===== src/rtl/mem_arbiter.sv =====
// Memory port arbiter: sequences cpu fetch -> optional data access -> one CE pulse over a single req/ack port.
// Optional ack timeout with NOP/zero fill and sticky bus error: define MEM_ARB_TIMEOUT_EN.
module mem_arbiter #(
   parameter int unsigned TIMEOUT_CYCLES = 255
) (
   input  logic        i_clk,
   input  logic        i_rst,
   input  logic        i_clk_ce,
   output logic        o_cpu_ce,
   input  logic [31:0] i_addr_i,
   output logic [31:0] o_data_i,
   input  logic [31:0] i_addr_d,
   input  logic [31:0] i_data_wr_d,
   input  logic [3:0]  i_wr_d,
   input  logic        i_rd_d,
   output logic [31:0] o_data_rd_d,
   output logic [31:0] o_mem_addr,
   output logic [31:0] o_mem_wdata,
   output logic [3:0]  o_mem_be,
   output logic        o_mem_we,
   output logic        o_mem_req,
   input  logic [31:0] i_mem_rdata,
   input  logic        i_mem_ack,
   output logic        o_busy,
   output logic        o_bus_err
);

   typedef enum logic [1:0] {
      ST_FETCH = 2'd0,
      ST_DATA  = 2'd1,
      ST_STEP  = 2'd2
   } state_t;

   if (TIMEOUT_CYCLES < 1 || TIMEOUT_CYCLES > 255) begin : g_bad_timeout
      $error("mem_arbiter: TIMEOUT_CYCLES must be 1..255");
   end

   state_t      state, state_nxt;
   logic        req_nxt;
   logic        we_nxt;
   logic [3:0]  be_nxt;
   logic [31:0] addr_nxt;
   logic [31:0] wdata_nxt;
   logic [31:0] data_i_nxt;
   logic [31:0] data_rd_nxt;
   logic        cpu_ce_nxt;

   logic        tmo_hit;
   logic        done;
   logic [31:0] fetch_word;
   logic [31:0] load_word;

   // Address bits [1:0] are dropped by word alignment.
   logic        unused_addr_lsb;
   assign unused_addr_lsb = ^{i_addr_i[1:0], i_addr_d[1:0]};

`ifdef MEM_ARB_TIMEOUT_EN
   localparam logic [31:0] NOP_INSN = 32'h0000_0013;

   logic [7:0] tmo_cnt;
   logic       bus_err_q;

   assign tmo_hit = o_mem_req && !i_mem_ack && (tmo_cnt == 8'(TIMEOUT_CYCLES - 1));

   always_ff @(posedge i_clk or posedge i_rst) begin
      if (i_rst) begin
         tmo_cnt   <= '0;
         bus_err_q <= 1'b0;
      end else begin
         if (!o_mem_req || i_mem_ack || tmo_hit)
            tmo_cnt <= '0;
         else
            tmo_cnt <= tmo_cnt + 8'd1;
         if (tmo_hit)
            bus_err_q <= 1'b1;
      end
   end

   // A forced completion returns a NOP for fetches and zero for loads.
   assign fetch_word = i_mem_ack ? i_mem_rdata : NOP_INSN;
   assign load_word  = i_mem_ack ? i_mem_rdata : '0;
   assign o_bus_err  = bus_err_q;
`else
   assign tmo_hit    = 1'b0;
   assign fetch_word = i_mem_rdata;
   assign load_word  = i_mem_rdata;
   assign o_bus_err  = 1'b0;
`endif

   assign done   = o_mem_req && (i_mem_ack || tmo_hit);
   assign o_busy = (state != ST_STEP);

   always_comb begin
      state_nxt   = state;
      req_nxt     = o_mem_req;
      we_nxt      = o_mem_we;
      be_nxt      = o_mem_be;
      addr_nxt    = o_mem_addr;
      wdata_nxt   = o_mem_wdata;
      data_i_nxt  = o_data_i;
      data_rd_nxt = o_data_rd_d;
      cpu_ce_nxt  = 1'b0;

      // req low in FETCH/DATA means the access has not been issued yet.
      case (state)
         ST_FETCH: begin
            if (!o_mem_req) begin
               req_nxt  = 1'b1;
               addr_nxt = {i_addr_i[31:2], 2'b00};
               we_nxt   = 1'b0;
               be_nxt   = '0;
            end else if (done) begin
               req_nxt    = 1'b0;
               data_i_nxt = fetch_word;
               state_nxt  = ((|i_wr_d) || i_rd_d) ? ST_DATA : ST_STEP;
            end
         end
         ST_DATA: begin
            if (!o_mem_req) begin
               req_nxt  = 1'b1;
               addr_nxt = {i_addr_d[31:2], 2'b00};
               if (|i_wr_d) begin
                  we_nxt    = 1'b1;
                  be_nxt    = i_wr_d;
                  wdata_nxt = i_data_wr_d;
               end else begin
                  we_nxt = 1'b0;
                  be_nxt = '0;
               end
            end else if (done) begin
               req_nxt = 1'b0;
               we_nxt  = 1'b0;
               be_nxt  = '0;
               if (!o_mem_we)
                  data_rd_nxt = load_word;
               state_nxt = ST_STEP;
            end
         end
         ST_STEP: begin
            if (i_clk_ce) begin
               cpu_ce_nxt = 1'b1;
               state_nxt  = ST_FETCH;
            end
         end
         default: state_nxt = ST_FETCH;
      endcase
   end

   always_ff @(posedge i_clk or posedge i_rst) begin
      if (i_rst) begin
         state       <= ST_FETCH;
         o_mem_req   <= 1'b0;
         o_mem_we    <= 1'b0;
         o_mem_be    <= '0;
         o_mem_addr  <= '0;
         o_mem_wdata <= '0;
         o_data_i    <= '0;
         o_data_rd_d <= '0;
         o_cpu_ce    <= 1'b0;
      end else begin
         state       <= state_nxt;
         o_mem_req   <= req_nxt;
         o_mem_we    <= we_nxt;
         o_mem_be    <= be_nxt;
         o_mem_addr  <= addr_nxt;
         o_mem_wdata <= wdata_nxt;
         o_data_i    <= data_i_nxt;
         o_data_rd_d <= data_rd_nxt;
         o_cpu_ce    <= cpu_ce_nxt;
      end
   end

endmodule

===== config.mk =====
export PLATFORM = sky130hd
export DESIGN_NAME = mem_arbiter
export DESIGN_NICKNAME = d
export VERILOG_FILES = /design/src/rtl/mem_arbiter.sv
export SDC_FILE = /design/constraint.sdc
export NUM_CORES = 1
export LEC_CHECK = 0
export ABC_AREA = 1
export CAP_MARGIN = 10
export CORE_MARGIN = 2
export CORE_UTILIZATION = 40
export DETAILED_ROUTE_END_ITERATION = 10
export PLACE_DENSITY_LB_ADDON = 0.3
export SYNTH_ARGS = -nofsm -noshare
export SYNTH_HDL_FRONTEND = slang
export SYNTH_SLANG_ARGS = --single-unit

===== constraint.sdc =====
create_clock -name i_clk -period 5.74 [get_ports i_clk]
set_input_delay 0.574 -clock i_clk [delete_from_list [all_inputs] [get_ports i_clk]]
set_output_delay 0.574 -clock i_clk [all_outputs]
set_load 0.01 [all_outputs]

==> qor.yml <==
floorplan:
  die-area_mm2: 0.0152
  die_height_um: 123
  rows: 43
  coreArea_mm2: 0.0139
  start_util_pct: 41.0
  io_pins: 274
  die_x_um: 123
sta:
  hold_viol_final: 0
  fin_crit_sh_pct: 56.1
  finalClockSkew_ps: 8.99
  fmax_ghz: 0.310
  finalMaxSlewViolations: 0
  slew_headroom_pct: 25.7
  holdWs_ps: 466
  rsz0062_at_grt: "no"
  setup_viol: 0
  tightest_slew_ps: 1110
  period_needed_ps: 3220
  finalSetupTns_ps: 0
min_path:
  hp-class: "reg2reg"
cts:
  post-cts-setup-buffers: 0
  cts_buffer_depth: 2
  cts_num_sinks: 135
  holdBufCountCts: 0
  htree_levels: 4
  worstSkewPairLatency_ps: 410
  cts_tree: "built"
  root_buffer: "clkbuf_16"
  ctsResizeCount: 0
  cts.clk_slew.worst_paths_ps: 60
  cts_buffers: 17
power_and_ir_drop:
  leakage_uw: 0.00469
  swShare_pct: 35.1
  fin_total_pwr_uw: 5020
  p_sw_uw: 1760
  powerDensity_mw_per_mm2: 550
  seqPwrFrac_pct: 32.9
  power.internal_uw: 3260
  comb_power_share_pct: 44.2
  clockPowerShare_pct: 22.9
  vdd_ir_drop_max_uv: 212
route:
  route.detailed.drc: 0
  wl_per_cell_um: 13.9
  viasPerCell: 4.62
  vias: 5398
  ant_nets: 0
  first_pass_iters: 4
  wirelength_mm: 16.2
  drt_iter0_markers: 343
worst_setup_path:
  crit_end: "o_mem_wdata[16]$_DFFE_PP0P_"
  regToRegStartpoint: "state[1]$_DFFE_PP0P_"
  worstPathRequired_ps: 6020
  r2r-end: "o_mem_wdata[16]$_DFFE_PP0P_"
  endpoint_kind: "flip-flop"
  r2r_cells: 6
  ff2ff_setup_slack_ps: 2520
  cp-start-kind: "flip-flop"
  critPathLaunch: "state[1]$_DFFE_PP0P_"
  critical_path_class: "reg2reg"
  crit_fanout: 37
  crit_arrival_ps: 3500
run:
  cap_violations: 0
placed_design:
  place.gp.congestion: 0.758
  dpl.hpwl_mm: 11.0
  place_area_mm2: 0.00850
  portBuffers: 266
  placedCellCount: 1136
grt:
  antenna_found_initial: 0
  track_usage_pct: 22.1
  overflow: 0
  grt_max_degree: 73
  grt_pass1_vias: 5250
  grt_pass1_wl_mm: 26.1
logic_synthesis:
  syn_inst: 718
  yosys_warnings: 0
  ys_ff_latch: 135
  netlist_area_mm2: 0.00571
  avgSynthCellArea_um2: 7.95
  yosysSeqAreaShare_pct: 59.2
  synth_cell_types: 14
layout:
  drive_gt1_share_pct: 4.66
  n_antenna_cell: 0
  area_growth_syn_to_layout_pct: 60.0
  nets: 1112
  fin_area_mm2: 0.00913
  finalNonFillerCells: 1168
outcome:
  status: "completed"
synthesized netlist by cell type:
cell type    n  area share (%)
nand2_1    395              26
dfrtp_1    135              59
nand3_1     69             6.1
inv_1       65             4.3
clkbuf_1    18             1.2
buf_2       15             1.3
nor2_1       8            0.53
inv_2        4            0.26
buf_4        3            0.39
nor3_2       2            0.35
conb_1       1           0.066
nand2_2      1            0.11
nor2_4       1            0.20
o21ai_0      1           0.088
worst min-delay path by stage:
stage                                      from                          end  slack (ps)  cells after the start
finish              o_mem_wdata[25]$_DFFE_PP0P_  o_mem_wdata[25]$_DFFE_PP0P_         470                      2
global route        o_mem_wdata[21]$_DFFE_PP0P_  o_mem_wdata[21]$_DFFE_PP0P_         490                      2
CTS                 o_mem_wdata[25]$_DFFE_PP0P_  o_mem_wdata[25]$_DFFE_PP0P_         470                      2
detailed placement  o_mem_wdata[26]$_DFFE_PP0P_  o_mem_wdata[26]$_DFFE_PP0P_         460                      2
global placement       o_data_i[16]$_DFFE_PP0P_     o_data_i[16]$_DFFE_PP0P_         450                      2
floorplan               o_data_i[2]$_DFFE_PP0P_      o_data_i[2]$_DFFE_PP0P_         510                      2
routing by layer:
layer,wire length [um],track usage (%),vias to the layer above
met4,350,7.53,0
li1,-,-,2662
met3,1460,7.47,23
met5,0,0,-
met2,7880,37.2,219
met1,6550,26.6,2494
per-stage QoR:
stage,worst slack (ps),util (%)
after global placement,2600,61.0
after detailed placement,2520,61.0
after CTS,2480,65.5
after global routing,2260,65.5
after floorplan,1550,-
final,2520,65.5
flip-flops by register name, summed over array words and instances (netlist names):
signal	count
o_mem_be	4
o_data_rd_d	32
o_mem_req	1
o_mem_wdata	32
o_mem_addr	30
state	2
o_data_i	32
o_mem_we	1
o_cpu_ce	1
placed cells by master (no fill, tap or decap), drive strengths merged:
cell and count:
buf 6, inv 70, nor2 9, clkinv 3
o21ai 1, clkbuf 21, nor3 2, bufinv 4
conb 3, clkinvlp 3, dfrtp 135, clkdlybuf4s50 266
nand2 396, nand3 69
logic make-up (layout without fill, tap and decap cells):
kind of cell	Yosys count	after routing	share of synthesized area, %
AOI/OAI and AO/OA	1	1	0.0876
buffers and inverters	105	373	7.43
DFF	135	135	59.2
other	1	3	0.0657
and+or+nand+nor	476	476	33.2
worst max-delay path, stage by stage (launching register included):
cell	delay [ps]
dfrtp_1	470
inv_2	100
nand2_2	420
nor2_4	830
nand2_1	900
nand2_1	290
nand2_1	80
final cells by class:
| type | instances | area (um2) |
|---|---|---|
| fillers | 1171 | 4800 |
| multi-input cells | 480 | 1930 |
| inverters | 69 | 264 |
| repair buffers | 272 | 2710 |
| flip-flops and latches | 135 | 3380 |
| clock inverters | 11 | 170 |
| well taps | 180 | 225 |
| clock buffers | 21 | 460 |
power groups by stage:
| stage | Combinational, uW | Sequential (uW) | Clock, uW |
|---|---|---|---|
| 2_1_floorplan | 808 | 1860 | 0 |
| 3_3_place_gp | 2200 | 1650 | 0 |
| 3_5_place_dp | 2240 | 1660 | 0 |
| 4_1_cts | 2250 | 1660 | 1170 |
| 5_1_grt | 2460 | 1710 | 1210 |
| 6_report | 2220 | 1650 | 1150 |
Power figures use the tool's default switching activity.
